==> src/rtl/vga_pixel_timing_if.sv <==
// Pixel-side bundle of the VGA timing block: object-mux colour in, raster
// coordinates, frame ticks and the DAC/sync outputs.
interface vga_pixel_timing_if;
  logic [7:0]  RGBIn;
  logic [10:0] pixelX;
  logic [10:0] pixelY;
  logic        startOfFrame;
  logic        endOfFrame;
  logic [3:0]  red;
  logic [3:0]  green;
  logic [3:0]  blue;
  logic        h_sync;
  logic        v_sync;
  logic        blank_n;

  modport master (
    input  RGBIn,
    output pixelX, pixelY,
    output startOfFrame, endOfFrame,
    output red, green, blue,
    output h_sync, v_sync, blank_n
  );

  modport slave (
    output RGBIn,
    input  pixelX, pixelY,
    input  startOfFrame, endOfFrame,
    input  red, green, blue,
    input  h_sync, v_sync, blank_n
  );
endinterface

==> src/rtl/vga_pixel_timing.sv <==
// VGA raster counters, sync/blank delay line matched to the object mux, and
// RRRGGGBB -> 4:4:4 DAC output stage. Ports: clk, resetN (sync, low), bus.
module vga_pixel_timing #(
  parameter int H_ACTIVE   = 640,
  parameter int H_FP       = 16,
  parameter int H_SYNC     = 96,
  parameter int H_BP       = 48,
  parameter int V_ACTIVE   = 480,
  parameter int V_FP       = 10,
  parameter int V_SYNC     = 2,
  parameter int V_BP       = 33,
  parameter int PIPE_DELAY = 1
) (
  input  logic clk,
  input  logic resetN,
  vga_pixel_timing_if.master bus
);

  localparam int H_TOTAL = H_ACTIVE + H_FP + H_SYNC + H_BP;
  localparam int V_TOTAL = V_ACTIVE + V_FP + V_SYNC + V_BP;

  localparam logic [10:0] H_MAX = 11'(H_TOTAL - 1);
  localparam logic [10:0] V_MAX = 11'(V_TOTAL - 1);
  localparam logic [10:0] H_ACT = 11'(H_ACTIVE);
  localparam logic [10:0] V_ACT = 11'(V_ACTIVE);
  localparam logic [10:0] HS_LO = 11'(H_ACTIVE + H_FP);
  localparam logic [10:0] HS_HI = 11'(H_ACTIVE + H_FP + H_SYNC);
  localparam logic [10:0] VS_LO = 11'(V_ACTIVE + V_FP);
  localparam logic [10:0] VS_HI = 11'(V_ACTIVE + V_FP + V_SYNC);

  // {act, hs, vs} while idle: blanked, syncs inactive
  localparam logic [2:0] IDLE = 3'b011;

  logic [10:0] hc;
  logic [10:0] vc;
  logic        act;
  logic        hs;
  logic        vs;
  logic [2:0]  raw;
  logic [2:0]  dly;

  logic [3:0]  red_q;
  logic [3:0]  green_q;
  logic [3:0]  blue_q;
  logic        h_sync_q;
  logic        v_sync_q;
  logic        blank_n_q;

  always_ff @(posedge clk) begin
    if (!resetN) begin
      hc <= '0;
      vc <= '0;
    end else if (hc == H_MAX) begin
      hc <= '0;
      vc <= (vc == V_MAX) ? '0 : vc + 11'd1;
    end else begin
      hc <= hc + 11'd1;
    end
  end

  assign act = (hc < H_ACT) && (vc < V_ACT);
  assign hs  = !((hc >= HS_LO) && (hc < HS_HI));
  // vc only moves at hc = 0, so vsync spans whole lines
  assign vs  = !((vc >= VS_LO) && (vc < VS_HI));
  assign raw = {act, hs, vs};

  generate
    if (PIPE_DELAY == 0) begin : g_thru
      assign dly = raw;
    end else begin : g_pipe
      logic [2:0] sr [PIPE_DELAY];

      // reset flushes the line so no stale sync or visible flag survives
      always_ff @(posedge clk) begin
        if (!resetN) begin
          for (int i = 0; i < PIPE_DELAY; i++)
            sr[i] <= IDLE;
        end else begin
          sr[0] <= raw;
          for (int i = 1; i < PIPE_DELAY; i++)
            sr[i] <= sr[i-1];
        end
      end

      assign dly = sr[PIPE_DELAY-1];
    end
  endgenerate

  always_ff @(posedge clk) begin
    if (!resetN) begin
      red_q     <= '0;
      green_q   <= '0;
      blue_q    <= '0;
      h_sync_q  <= 1'b1;
      v_sync_q  <= 1'b1;
      blank_n_q <= 1'b0;
    end else begin
      h_sync_q  <= dly[1];
      v_sync_q  <= dly[0];
      blank_n_q <= dly[2];
      // MSB replication maps full-scale 3/2-bit codes to full-scale 4-bit
      if (dly[2]) begin
        red_q   <= {bus.RGBIn[7:5], bus.RGBIn[7]};
        green_q <= {bus.RGBIn[4:2], bus.RGBIn[4]};
        blue_q  <= {bus.RGBIn[1:0], bus.RGBIn[1:0]};
      end else begin
        red_q   <= '0;
        green_q <= '0;
        blue_q  <= '0;
      end
    end
  end

  assign bus.pixelX       = hc;
  assign bus.pixelY       = vc;
  assign bus.startOfFrame = (hc == '0) && (vc == '0);
  assign bus.endOfFrame   = (hc == H_MAX) && (vc == V_MAX);
  assign bus.red          = red_q;
  assign bus.green        = green_q;
  assign bus.blue         = blue_q;
  assign bus.h_sync       = h_sync_q;
  assign bus.v_sync       = v_sync_q;
  assign bus.blank_n      = blank_n_q;

endmodule
==> src/flat_wrapper.sv <==
// flat-port wrapper written by rule: the top's interface ports become plain ports
module vga_pixel_timing_flat 
#(
  parameter int H_ACTIVE   = 640,
  parameter int H_FP       = 16,
  parameter int H_SYNC     = 96,
  parameter int H_BP       = 48,
  parameter int V_ACTIVE   = 480,
  parameter int V_FP       = 10,
  parameter int V_SYNC     = 2,
  parameter int V_BP       = 33,
  parameter int PIPE_DELAY = 1
)
  (clk, resetN, bus_RGBIn, bus_pixelX, bus_pixelY, bus_startOfFrame, bus_endOfFrame, bus_red, bus_green, bus_blue, bus_h_sync, bus_v_sync, bus_blank_n);
  vga_pixel_timing_if bus_i ();
  input  logic clk;
  input  logic resetN;
  input wire logic [$bits(bus_i.RGBIn)-1:0] bus_RGBIn;
  output wire logic [$bits(bus_i.pixelX)-1:0] bus_pixelX;
  output wire logic [$bits(bus_i.pixelY)-1:0] bus_pixelY;
  output wire logic [$bits(bus_i.startOfFrame)-1:0] bus_startOfFrame;
  output wire logic [$bits(bus_i.endOfFrame)-1:0] bus_endOfFrame;
  output wire logic [$bits(bus_i.red)-1:0] bus_red;
  output wire logic [$bits(bus_i.green)-1:0] bus_green;
  output wire logic [$bits(bus_i.blue)-1:0] bus_blue;
  output wire logic [$bits(bus_i.h_sync)-1:0] bus_h_sync;
  output wire logic [$bits(bus_i.v_sync)-1:0] bus_v_sync;
  output wire logic [$bits(bus_i.blank_n)-1:0] bus_blank_n;
  assign bus_i.RGBIn = bus_RGBIn;
  assign bus_pixelX = bus_i.pixelX;
  assign bus_pixelY = bus_i.pixelY;
  assign bus_startOfFrame = bus_i.startOfFrame;
  assign bus_endOfFrame = bus_i.endOfFrame;
  assign bus_red = bus_i.red;
  assign bus_green = bus_i.green;
  assign bus_blue = bus_i.blue;
  assign bus_h_sync = bus_i.h_sync;
  assign bus_v_sync = bus_i.v_sync;
  assign bus_blank_n = bus_i.blank_n;
  vga_pixel_timing #(.H_ACTIVE(H_ACTIVE), .H_FP(H_FP), .H_SYNC(H_SYNC), .H_BP(H_BP), .V_ACTIVE(V_ACTIVE), .V_FP(V_FP), .V_SYNC(V_SYNC), .V_BP(V_BP), .PIPE_DELAY(PIPE_DELAY)) u_core (.clk(clk), .resetN(resetN), .bus(bus_i));
endmodule
==> config.mk <==
export PLATFORM = sky130hd
export DESIGN_NAME = vga_pixel_timing_flat
export DESIGN_NICKNAME = d
export VERILOG_FILES = /design/src/rtl/vga_pixel_timing_if.sv /design/src/rtl/vga_pixel_timing.sv /design/src/flat_wrapper.sv
export SDC_FILE = /design/constraint.sdc
export NUM_CORES = 1
export LEC_CHECK = 0
export CAP_MARGIN = 15
export CELL_PAD_IN_SITES_DETAIL_PLACEMENT = 1
export CELL_PAD_IN_SITES_GLOBAL_PLACEMENT = 1
export CORE_ASPECT_RATIO = 1.5
export CORE_MARGIN = 4
export CORE_UTILIZATION = 33
export CTS_CLUSTER_SIZE = 25
export DETAILED_ROUTE_END_ITERATION = 6
export HOLD_SLACK_MARGIN = 0.15
export PLACE_DENSITY = 0.76
export SLEW_MARGIN = 20
export SYNTH_ARGS = -nofsm -noshare
export SYNTH_HDL_FRONTEND = slang
export SYNTH_SLANG_ARGS = --single-unit
==> constraint.sdc <==
create_clock -name clk -period 2.15 [get_ports clk]
set_input_delay 0.215 -clock clk [delete_from_list [all_inputs] [get_ports clk]]
set_output_delay 0.215 -clock clk [all_outputs]
set_load 0.05 [all_outputs]
==> results of run 1 <==
cells by family after synthesis:
kind of cell             synth area share
buffers and inverters              0.0513
XOR/XNOR                           0.0797
flip-flops                          0.469
adder cells (fa/ha/maj)            0.0325
AO/OA/AOI/OAI                      0.0448
AND/OR/NAND/NOR                     0.323
stage by stage:
stage          total power [µW]  hold WS [ns]
6_report                   1430         0.413
2_1_floorplan               804         0.374
4_1_cts                    1450         0.419
3_3_place_gp                868         0.391
5_1_grt                    1490         0.437
3_5_place_dp                870         0.402
repair_timing:
action | in CTS | in global routing
setup endpoints to repair | 1 | 2
setup buffers | 0 | 1
resized for setup | 1 | 1
Yosys cell counts (3+ instances only):
| master | count |
|---|---|
| sky130_fd_sc_hd__and2_1 | 3 |
| sky130_fd_sc_hd__nor4_1 | 6 |
| sky130_fd_sc_hd__nor3_1 | 3 |
| sky130_fd_sc_hd__xnor2_1 | 6 |
| sky130_fd_sc_hd__nand3_1 | 9 |
| sky130_fd_sc_hd__xor2_1 | 8 |
| sky130_fd_sc_hd__a21oi_1 | 3 |
| sky130_fd_sc_hd__or3_1 | 5 |
| sky130_fd_sc_hd__buf_4 | 4 |
| sky130_fd_sc_hd__nand4_1 | 6 |
| sky130_fd_sc_hd__nor2_1 | 14 |
| sky130_fd_sc_hd__ha_1 | 4 |
| sky130_fd_sc_hd__o21ai_0 | 6 |
| sky130_fd_sc_hd__clkbuf_1 | 4 |
| sky130_fd_sc_hd__and3_1 | 12 |
| sky130_fd_sc_hd__nand2_1 | 12 |
| sky130_fd_sc_hd__inv_1 | 6 |
| sky130_fd_sc_hd__dfxtp_1 | 36 |
cell type report:
cell class,count,area [µm²]
inverter,6,22.5
sequential,36,733
timing repair buffer,54,546
multi-input combinational,117,769
clock inverter,2,35.0
fill,536,2270
tap,48,60.1
clock buffer,6,72.6
worst max-delay path by stage:
stage                         start                    to  slack [ns]  cells past startpoint
6_report       u_core.bus.pixelX[5]        bus_endOfFrame        0.11                      4
4_1_cts        u_core.bus.pixelX[5]        bus_endOfFrame        0.02                      4
5_1_grt        u_core.bus.pixelY[0]      bus_startOfFrame        0.03                      7
3_3_place_gp   u_core.bus.pixelX[5]  u_core.bus.pixelY[7]        0.21                      4
3_5_place_dp   u_core.bus.pixelX[5]  u_core.bus.pixelY[7]        0.09                      4
2_1_floorplan  u_core.bus.pixelY[1]  u_core.bus.pixelY[8]        0.02                      5
sequential cells by signal (all words and copies together) (netlist names):
register,flops
u_core.bus.blank_n,1
u_core.bus.blue,2
u_core.bus.green,3
u_core.bus.h_sync,1
u_core.bus.pixelX,11
u_core.bus.pixelY,11
u_core.bus.red,3
u_core.bus.v_sync,1
u_core.g_pipe.sr,3
routing by layer:
layer / up-vias / track usage
met5: - / 0
met4: 0 / 0.101
met3: 18 / 0.0384
met2: 42 / 0.290
met1: 685 / 0.170
li1: 689 / -
worst reg2reg max path, delay by kind of cell, from the launching register on:
kind,cells,cell delay [ns]
DFF,1,0.35
and+or+nand+nor,3,1.42
AOI/OAI and AO/OA,1,0.17
power groups by stage:
stage                     clock, µW  combinational, µW  sequential (µW)
after floorplan                   0               59.0              745
after detailed placement          0                162              708
after global placement            0                161              707
after global routing            631                168              695
after CTS                       595                163              692
final                           582                161              692
==> results summary, run 1 <==
The run finished with clean final reports. The count of state elements after synthesis is 36. The number of synthesized flops with an enable pin came out at 0. The diode insertion count for antenna repair is 0.

The average footprint of a synthesized cell came out at 9.15 µm². The number of instances on the worst hold path is 1. The sequential share of power is 0.483. The worst slack at placement came out at 0.0888 ns. Setup repair after global routing left no endpoint under its margin. The final layout net count is 234. The clock share of power came out at 0.406.

The worst path needs 2.04 ns of the cycle, external delays included. The routed length per placed instance came out at 16.9 µm. In the routed design, unresolved DRC markers number 0. The post-route standard cell area excluding fillers came out at 2240 µm². The height of the chip is 91.6 µm. The share of total power dissipated in combinational logic is 0.112. The detailed router used layers up to and including met4. For this run, the leading register cell type out of synthesis is sky130_fd_sc_hd__dfxtp_1. The depth of the worst register-to-register path is 4.

The maximum number of pins on one net before global-route repair is 21. The count of non-filler cells in the finished layout is 269. The starting density of the core came out at 0.341. The standard cell with the maximum stage delay on the critical path is sky130_fd_sc_hd__or3_4. The half-perimeter wire length of the detailed placement result came out at 3520 µm. In this run the most critical hold path is launched from u_core.g_pipe.sr[0][1]. Of all flip-flops after synthesis, the portion carrying an async set or reset was 0. The cell chosen for the clock root is sky130_fd_sc_hd__clkbuf_8. The most common cell after layout, fill and taps aside is sky130_fd_sc_hd__clkdlybuf4s50_1. The number of different library cells in the post-synthesis netlist is 34.

The critical path class is flip-flop to primary output. Ranked by total cell area, the synthesized netlist is headed by sky130_fd_sc_hd__dfxtp_1 (47%), sky130_fd_sc_hd__and3_1 (4.9%), sky130_fd_sc_hd__xor2_1 (4.6%), sky130_fd_sc_hd__nor2_1 (3.4%), sky130_fd_sc_hd__xnor2_1 (3.4%). The final-layout setup total negative slack came out at 0 ns.

The worst setup path is launched from a flip-flop. The number of DRC markers after the initial detailed-route iteration came out at 14. The signal on the critical path passes through or3_4 -> or3_4 -> nor2_4 -> buf_12.

The synthesis-to-finish area growth is 45.6%. The number of buffer and inverter stages on the critical path is 1. 49 I/O pins were placed. The total CTS buffers is 5. The worst register-to-register path ends at u_core.bus.pixelY[7]. The horizontal extent of the die came out at 63.7 µm. The length of routed met2 wiring came out at 2450 µm. The total count of max-transition violations in the final report came to 0.

The sequential area share after synthesis came out at 0.469. Of all cell types, the one taking the most synthesized area is sky130_fd_sc_hd__dfxtp_1. Of the total power, the share spent switching nets is 0.240. The most numerous cell type found on the critical path is sky130_fd_sc_hd__or3_4. The post-detailed-placement cell area is 2110 µm². TritonCTS built the clock tree. The final weighted congestion of routability-driven global placement came out at 0.880. The fraction of post-synthesis cell area in the top cell type by area came out at 0.469. The number of search-and-repair iterations in the first detailed-routing pass is 4. The area of the core region came out at 4500 µm².

The startpoint identified for the worst register-to-register timing path is u_core.bus.pixelX[5]. The total via count in the routed design came out at 1434. For the pin with the worst max-slew slack, the measured transition is 0.522 ns.

The netlist area before placement is 1540 µm². The final setup violation count is 0. The net switching power of the design came out at 344 µW. The number of vias per cell is 5.33. The destination of the worst hold path is u_core.bus.h_sync. The post-route clock period utilization came out at 0.950.

Yosys printed 0 warnings. The number of global-route vias before repair came out at 1569. The hold violation total from the final report is 0. The total routing usage reported by global routing is 0.164. The routed metal-1 wire length is 1740 µm.

Counting every sink on the clock net gives 36. The total met3 wirelength after detailed routing is 145 µm. The setup check on the worst reg-to-reg path leaves a slack of 0.13 ns. The total congestion overflow came out at 0. On the final layout, the worst clock skew is 0.00415 ns.

The number of nets produced by synthesis is 182. The required time at the endpoint of the critical path came out at 1.93 ns. The data arrival time at the worst-slack endpoint is 1.83 ns. Input and output buffers added on the ports amount to 48. The worst-case IR drop observed on VDD is 0.347 mV. Measured against its own limit, the worst slew margin works out to 0.651. The source-to-sink clock delay at the later pin of the worst-skew pair came out at 0.29 ns. The total internal power came out at 1090 µW.

In this run the remaining antenna-violating nets after routing total 0. The clock slew seen by the registers of the worst setup and hold paths is 0.07 ns. The full die area came out at 5840 µm². Measured on the finished design, the core utilization comes to 0.497. The ratio of total power to cell area is 641 nW/µm². The number of antenna violations at the first check in global routing was 0.

The maximum number of buffers from clock root to sink is 2. The number of cells after detailed placement is 260. The tightest min-delay check is of the flip-flop to flip-flop type.

The library cells used most frequently in the layout, excluding fill and tap cells, are sky130_fd_sc_hd__clkdlybuf4s50_1 (46), sky130_fd_sc_hd__dfxtp_1 (26), sky130_fd_sc_hd__nor2_1 (13), sky130_fd_sc_hd__nand2_1 (12), sky130_fd_sc_hd__and3_1 (12). The final wirelength is 4550 µm. Max-cap violations in this run came to 0. The setup slack after layout is 0.108 ns.

The global-route wire length before repair is 7450 µm. The clock tree synthesis step divided the H-tree into 2 levels. The achievable frequency is 0.490 GHz. The delay of the slowest cell on the worst path is 0.45 ns. The maximum net fanout on the critical path is 6. Row generation in the floorplan step produced 30 rows.

Grouping stages by cell kind, the critical path spends the most delay in simple AND/OR/NAND/NOR gates. The layout cell share with drive strength beyond 1 came out at 0.158. After clock tree synthesis, the flow added hold-fix buffers numbering 0. The analysis attributes to cell leakage a power of 0.000838 µW. The kind of capture point of the worst setup path is a primary output. The gate count of the mapped netlist came out at 168.
No activity file was read; power rests on OpenSTA's default activity.
==> run 2, diff against run 1 <==
- CTS_CLUSTER_SIZE: 25 -> 12
==> results of run 2 <==
No change in the layout: final DEF, timing and power equal those of run 1.
